<file path="src/rtl/load_hazard_unit_if.sv">
// Decode/memory-side signal bundle for the load hazard unit.
// The decode stage drives the instruction fields (master); the hazard unit answers with stalls (slave).
interface load_hazard_unit_if #(
    parameter int NREG = 16,
    parameter int AW   = 4
);
    logic            id_valid;
    logic [AW-1:0]   id_srcA;
    logic [AW-1:0]   id_srcB;
    logic            id_useA;
    logic            id_useB;
    logic [AW-1:0]   id_dest;
    logic            id_we;
    logic            id_isload;
    logic            mem_wait;
    logic            flush;
    logic            stall_if;
    logic            stall_id;
    logic            bubble_ex;
    logic [NREG-1:0] pending;

    modport master (
        output id_valid, id_srcA, id_srcB, id_useA, id_useB,
               id_dest, id_we, id_isload, mem_wait, flush,
        input  stall_if, stall_id, bubble_ex, pending
    );

    modport slave (
        input  id_valid, id_srcA, id_srcB, id_useA, id_useB,
               id_dest, id_we, id_isload, mem_wait, flush,
        output stall_if, stall_id, bubble_ex, pending
    );
endinterface

</file>
<file path="src/rtl/load_hazard_unit.sv">
// Load-use hazard scoreboard: stalls IF/ID and bubbles EX until an in-flight load is forwardable.
// Optional macro HAZARD_STATS_EN adds a saturating 32-bit count of bubble cycles (stall_count).
module load_hazard_unit #(
    parameter int NREG     = 16,
    parameter int AW       = 4,
    parameter int LOAD_LAT = 2,
    parameter int CW       = 3
) (
    input  logic               clk,
    input  logic               rst,
    load_hazard_unit_if.slave  hz
`ifdef HAZARD_STATS_EN
    ,
    output logic [31:0]        stall_count
`endif
);

    localparam logic [CW-1:0] LAT_INIT = CW'(LOAD_LAT);
    localparam logic [CW-1:0] ONE      = CW'(1);

    logic [CW-1:0] cnt_q [NREG];
    logic [CW-1:0] cnt_d [NREG];

    logic [AW-1:0] srcA;
    logic [AW-1:0] srcB;
    logic [AW-1:0] dest;
    logic          hazA;
    logic          hazB;
    logic          stallRaw;
    logic          issue;
    logic          loadIssue;

    // Hazard detection reads the scoreboard before this cycle's update,
    // so an instruction never waits on its own destination.
    always_comb begin
        srcA      = hz.id_srcA;
        srcB      = hz.id_srcB;
        dest      = hz.id_dest;
        hazA      = hz.id_valid & hz.id_useA & (srcA != '0) & (cnt_q[srcA] != '0);
        hazB      = hz.id_valid & hz.id_useB & (srcB != '0) & (cnt_q[srcB] != '0);
        stallRaw  = hazA | hazB;
        issue     = hz.id_valid & ~stallRaw & ~hz.mem_wait & ~hz.flush;
        loadIssue = issue & hz.id_we & hz.id_isload & (dest != '0);

        hz.stall_if  = stallRaw | hz.mem_wait;
        hz.stall_id  = stallRaw | hz.mem_wait;
        hz.bubble_ex = stallRaw & ~hz.mem_wait;
    end

    always_comb begin
        for (int i = 0; i < NREG; i++) begin
            hz.pending[i] = (cnt_q[i] != '0);
        end
    end

    // A new load overrides the decrement of its destination (WAW reload).
    always_comb begin
        for (int i = 0; i < NREG; i++) begin
            cnt_d[i] = cnt_q[i];
        end
        if (hz.flush) begin
            for (int i = 0; i < NREG; i++) begin
                cnt_d[i] = '0;
            end
        end else if (!hz.mem_wait) begin
            for (int i = 0; i < NREG; i++) begin
                if (cnt_q[i] != '0) begin
                    cnt_d[i] = cnt_q[i] - ONE;
                end
            end
            if (loadIssue) begin
                cnt_d[dest] = LAT_INIT;
            end
        end
        cnt_d[0] = '0;
    end

    always_ff @(posedge clk) begin
        if (rst) begin
            for (int i = 0; i < NREG; i++) begin
                cnt_q[i] <= '0;
            end
        end else begin
            for (int i = 0; i < NREG; i++) begin
                cnt_q[i] <= cnt_d[i];
            end
        end
    end

`ifdef HAZARD_STATS_EN
    logic [31:0] stall_count_q;

    // Survives flush on purpose: it measures lost cycles over the whole run.
    always_ff @(posedge clk) begin
        if (rst) begin
            stall_count_q <= '0;
        end else if (hz.bubble_ex && (stall_count_q != 32'hFFFF_FFFF)) begin
            stall_count_q <= stall_count_q + 32'd1;
        end
    end

    assign stall_count = stall_count_q;
`endif

endmodule

</file>
<file path="src/flat_wrapper.sv">
// flat-port wrapper written by rule: the top's interface ports become plain ports
module load_hazard_unit_flat 
#(
    parameter int NREG     = 16,
    parameter int AW       = 4,
    parameter int LOAD_LAT = 2,
    parameter int CW       = 3
)
  (clk, rst, hz_id_valid, hz_id_srcA, hz_id_srcB, hz_id_useA, hz_id_useB, hz_id_dest, hz_id_we, hz_id_isload, hz_mem_wait, hz_flush, hz_stall_if, hz_stall_id, hz_bubble_ex, hz_pending);
  load_hazard_unit_if #(.NREG(NREG), .AW(AW)) hz_i ();
  input  logic clk;
  input  logic rst;
  input wire logic [$bits(hz_i.id_valid)-1:0] hz_id_valid;
  input wire logic [$bits(hz_i.id_srcA)-1:0] hz_id_srcA;
  input wire logic [$bits(hz_i.id_srcB)-1:0] hz_id_srcB;
  input wire logic [$bits(hz_i.id_useA)-1:0] hz_id_useA;
  input wire logic [$bits(hz_i.id_useB)-1:0] hz_id_useB;
  input wire logic [$bits(hz_i.id_dest)-1:0] hz_id_dest;
  input wire logic [$bits(hz_i.id_we)-1:0] hz_id_we;
  input wire logic [$bits(hz_i.id_isload)-1:0] hz_id_isload;
  input wire logic [$bits(hz_i.mem_wait)-1:0] hz_mem_wait;
  input wire logic [$bits(hz_i.flush)-1:0] hz_flush;
  output wire logic [$bits(hz_i.stall_if)-1:0] hz_stall_if;
  output wire logic [$bits(hz_i.stall_id)-1:0] hz_stall_id;
  output wire logic [$bits(hz_i.bubble_ex)-1:0] hz_bubble_ex;
  output wire logic [$bits(hz_i.pending)-1:0] hz_pending;
  assign hz_i.id_valid = hz_id_valid;
  assign hz_i.id_srcA = hz_id_srcA;
  assign hz_i.id_srcB = hz_id_srcB;
  assign hz_i.id_useA = hz_id_useA;
  assign hz_i.id_useB = hz_id_useB;
  assign hz_i.id_dest = hz_id_dest;
  assign hz_i.id_we = hz_id_we;
  assign hz_i.id_isload = hz_id_isload;
  assign hz_i.mem_wait = hz_mem_wait;
  assign hz_i.flush = hz_flush;
  assign hz_stall_if = hz_i.stall_if;
  assign hz_stall_id = hz_i.stall_id;
  assign hz_bubble_ex = hz_i.bubble_ex;
  assign hz_pending = hz_i.pending;
  load_hazard_unit #(.NREG(NREG), .AW(AW), .LOAD_LAT(LOAD_LAT), .CW(CW)) u_core (.clk(clk), .rst(rst), .hz(hz_i));
endmodule
</file>
<file path="config.mk">
export PLATFORM = sky130hd
export DESIGN_NAME = load_hazard_unit_flat
export DESIGN_NICKNAME = d
export VERILOG_FILES = /design/src/rtl/load_hazard_unit_if.sv /design/src/rtl/load_hazard_unit.sv /design/src/flat_wrapper.sv
export SDC_FILE = /design/constraint.sdc
export NUM_CORES = 1
export LEC_CHECK = 0
export BUFFER_PORTS_ARGS = -buffer_cell sky130_fd_sc_hd__buf_2
export CAP_MARGIN = 30
export CORE_MARGIN = 2
export CORE_UTILIZATION = 62
export DETAILED_ROUTE_END_ITERATION = 7
export GPL_TIMING_DRIVEN = 0
export PLACE_DENSITY = 0.83
export SYNTH_ARGS = -nofsm -noshare
export SYNTH_HDL_FRONTEND = slang
export SYNTH_SLANG_ARGS = --single-unit
</file>
<file path="constraint.sdc">
create_clock -name clk -period 7.21 [get_ports clk]
set_input_delay 2.163 -clock clk [delete_from_list [all_inputs] [get_ports clk]]
set_output_delay 2.163 -clock clk [all_outputs]
set_load 0.1 [all_outputs]
</file>
==> results.yml <==
synth:
  syn_area_um2: 3360
  yosysUniqueCellTypes: 48
  synth_edf_count: 0
  synthCells: 440
  synthArstFlopShare_pct: 0
  yosys_most_used_dff: "dfxtp_1"
  synth_fp_nets: 491
  ys_warn_count: 0
  syn_area_per_cell_um2: 7.64
  synth_seq_cells: 45
  seq_area_frac_synth_pct: 26.8
worst_setup_path:
  r2r_slack_ns: 4.77
  cp_data_required_time_ns: 5.05
  worstReg2RegStart: "u_core.cnt_q[7][2]"
  cp_max_fo: 10
  start_kind: "input pin"
  crit_path_end_kind: "output pin"
  cp_top_family: "buffers and inverters"
  cp_data_arrival_time_ns: 4.76
  path_buf_inv: 6
  critical-path-max-stage-delay_ns: 0.52
  r2r_cells: 8
  critPathKind: "in -> out"
  crit_slowest_cell: "or4_1"
  cp_common_cell: "buf_2"
  crit_chain: "buf_2, buf_2, o41ai_1, a21oi_1, nor3_1, or4_1, o22ai_2, buf_6, buf_6, or2_2, buf_4, buf_2"
  r2r_end: "u_core.cnt_q[2][1]"
global_routing:
  grt_max_degree: 13
  grt_antenna_before_repair: 0
  grtUsageTotal_pct: 31.2
  grt_pass1_vias: 3166
  grt_pass1_wl_mm: 14.8
  gr-total-overflow: 0
cts:
  cts-root-buf: "clkbuf_8"
  cts-htree-levels: 2
  cts_sinks: 45
  cts_hold_buffers: 0
  clockBufferDepth: 2
  clk_pin_slew_ns: 0.08
  post-cts-setup-buffers: 0
  numCtsBuffers: 5
  clk_latency_ns: 0.30
  cts_resized: 0
  cts_tree: "yes"
sta:
  period_needed_ns: 6.93
  fin_crit_sh_pct: 96.1
  setup_ws_ns: 0.284
  grt_setup_unrepaired: "false"
  clock.fmax_mhz: 144
  setup_viol: 0
  clock_skew_ns: 0.00710
  worst_pin_slew_ns: 0.740
  hold_violations: 0
  relSlewSlack_pct: 50.7
  slew_violations: 0
  fin_tns_setup_ns: 0
placed_design:
  dpl_cell_area_um2: 3630
  port_buffers: 37
  gp_congestion: 0.928
  pre_cts_ws_ns: 0.347
  dpl.hpwl_mm: 6.77
layout:
  nets: 535
  largest_reg_flops: 45
  drive_gt1_share_pct: 14.2
  area_delta_synth_final_pct: 10.5
  layout_common_cells: "45 x dfxtp_1, 40 x inv_1, 40 x nand2_1, 40 x buf_2, 35 x nor2_1"
  antenna_cells: 0
  final_common_cell: "dfxtp_1"
  reg.largest.list: "u_core.cnt_q: 45 flops"
  max_flop_register: "u_core.cnt_q"
  finalInstanceArea_um2: 3710
drt:
  wire_per_inst_um: 16.6
  vias: 3383
  postRouteAntennaNets: 0
  drt-initial-drc-count: 306
  drc: 0
  vias_per_cell: 6.10
  dr.pass1.iters: 5
  wl_mm: 9.20
floorplan:
  fp-row-count: 26
  die_area_um2: 6030
  fp.dieW_um: 77.6
  initial_core_util_pct: 65.0
  die_y_um: 77.6
  io_pins: 40
  core_area_um2: 5170
pwr:
  finalPower_mw: 0.480
  p_leak_nw: 1.48
  vdd_drop_max_uv: 92.9
  powerDensity_nw_per_um2: 129
outcome:
  outcome: "completed"
flow_run:
  cap_violations: 0
hold_path:
  min_from: "u_core.cnt_q[11][2]"
  hp-class: "reg -> reg"
  hold_depth: 2
  holdPathEnd: "u_core.cnt_q[11][2]"
==> metrics by stage <==
step | util (%) | instances | hold slack [ns]
3_5_place_dp | 70.3 | 547 | 0.477
2_1_floorplan | - | 440 | 0.454
6_report | 71.8 | 555 | 0.489
4_1_cts | 71.8 | 555 | 0.489
5_1_grt | 71.8 | 555 | 0.527
3_3_place_gp | 70.3 | 547 | 0.468
==> layer usage <==
metal | wire length, um | up-vias | GRT usage (%)
met4 | 284 | 0 | 15.5
met2 | 4030 | 182 | 47.4
met3 | 882 | 29 | 7.09
met1 | 4000 | 1547 | 41.3
met5 | 0 | - | 0
li1 | - | 1625 | -
==> tightest hold or removal path: stages, from the launching register on <==
cell     delay, ns
dfxtp_1       0.33
nand2_1       0.06
a21oi_1       0.05
==> cell type report <==
class | count | area (um^2)
Tap cell | 70 | 87.6
Fill cell | 432 | 1460
Buffer | 23 | 124
Inverter | 40 | 150
Clock buffer | 8 | 80.1
Multi-Input combinational cell | 332 | 2190
Sequential cell | 45 | 901
Timing Repair Buffer | 37 | 185
==> report_power, final <==
| part | leakage [nW] | total, mW | internal, mW | switching [mW] |
|---|---|---|---|---|
| Sequential | 0.362 | 0.248 | 0.248 | 0.0000726 |
| Clock | 0.0395 | 0.156 | 0.0691 | 0.0871 |
| Combinational | 1.08 | 0.0751 | 0.0209 | 0.0542 |
| Total | 1.48 | 0.480 | 0.338 | 0.141 |
==> cell usage after synthesis (all sizes together) (2+ instances only) <==
cell	count	share of area, %
a41oi	4	1.0
or3	15	2.8
a21oi	28	4.4
nor2b	15	2.8
o311ai	2	0.52
nand2b	12	2.2
nor3	21	3.7
o41ai	2	0.52
nor2	36	4.1
nand2	40	4.5
clkbuf	13	1.5
nand3b	3	0.67
dfxtp	45	27
or2	8	1.5
nor3b	2	0.45
o22ai	18	3.5
inv	40	4.5
nor4b	15	3.9
nand4	2	0.37
and2	9	1.7
xnor2	15	3.9
o21a	2	0.45
o21ai	4	0.60
nor4	8	1.5
buf	10	2.2
o221ai	8	2.1
and3	13	2.4
ha	30	11
nand3	9	1.3
==> worst max-delay path by stage <==
stage          depth (start not counted)            to     startpoint  slack [ns]
2_1_floorplan                          8  hz_bubble_ex  hz_id_srcB[0]        0.06
3_3_place_gp                          12   hz_stall_if  hz_id_srcB[1]        0.38
3_5_place_dp                          12   hz_stall_if  hz_id_srcB[1]        0.35
4_1_cts                               12   hz_stall_if  hz_id_srcB[1]        0.33
5_1_grt                               12   hz_stall_if  hz_id_srcB[1]        0.22
6_report                              12   hz_stall_if  hz_id_srcB[1]        0.28
==> cells by family after synthesis <==
group	count (synthesis)	share of synthesized area (%)
other cells	1	0.112
compound gates	74	14.8
xor+xnor	15	3.91
buf+inv	63	8.15
simple gates	210	34.4
mux	2	0.633
flops	45	26.8
fa+ha+maj	30	11.2
Power figures use the tool's default switching activity.
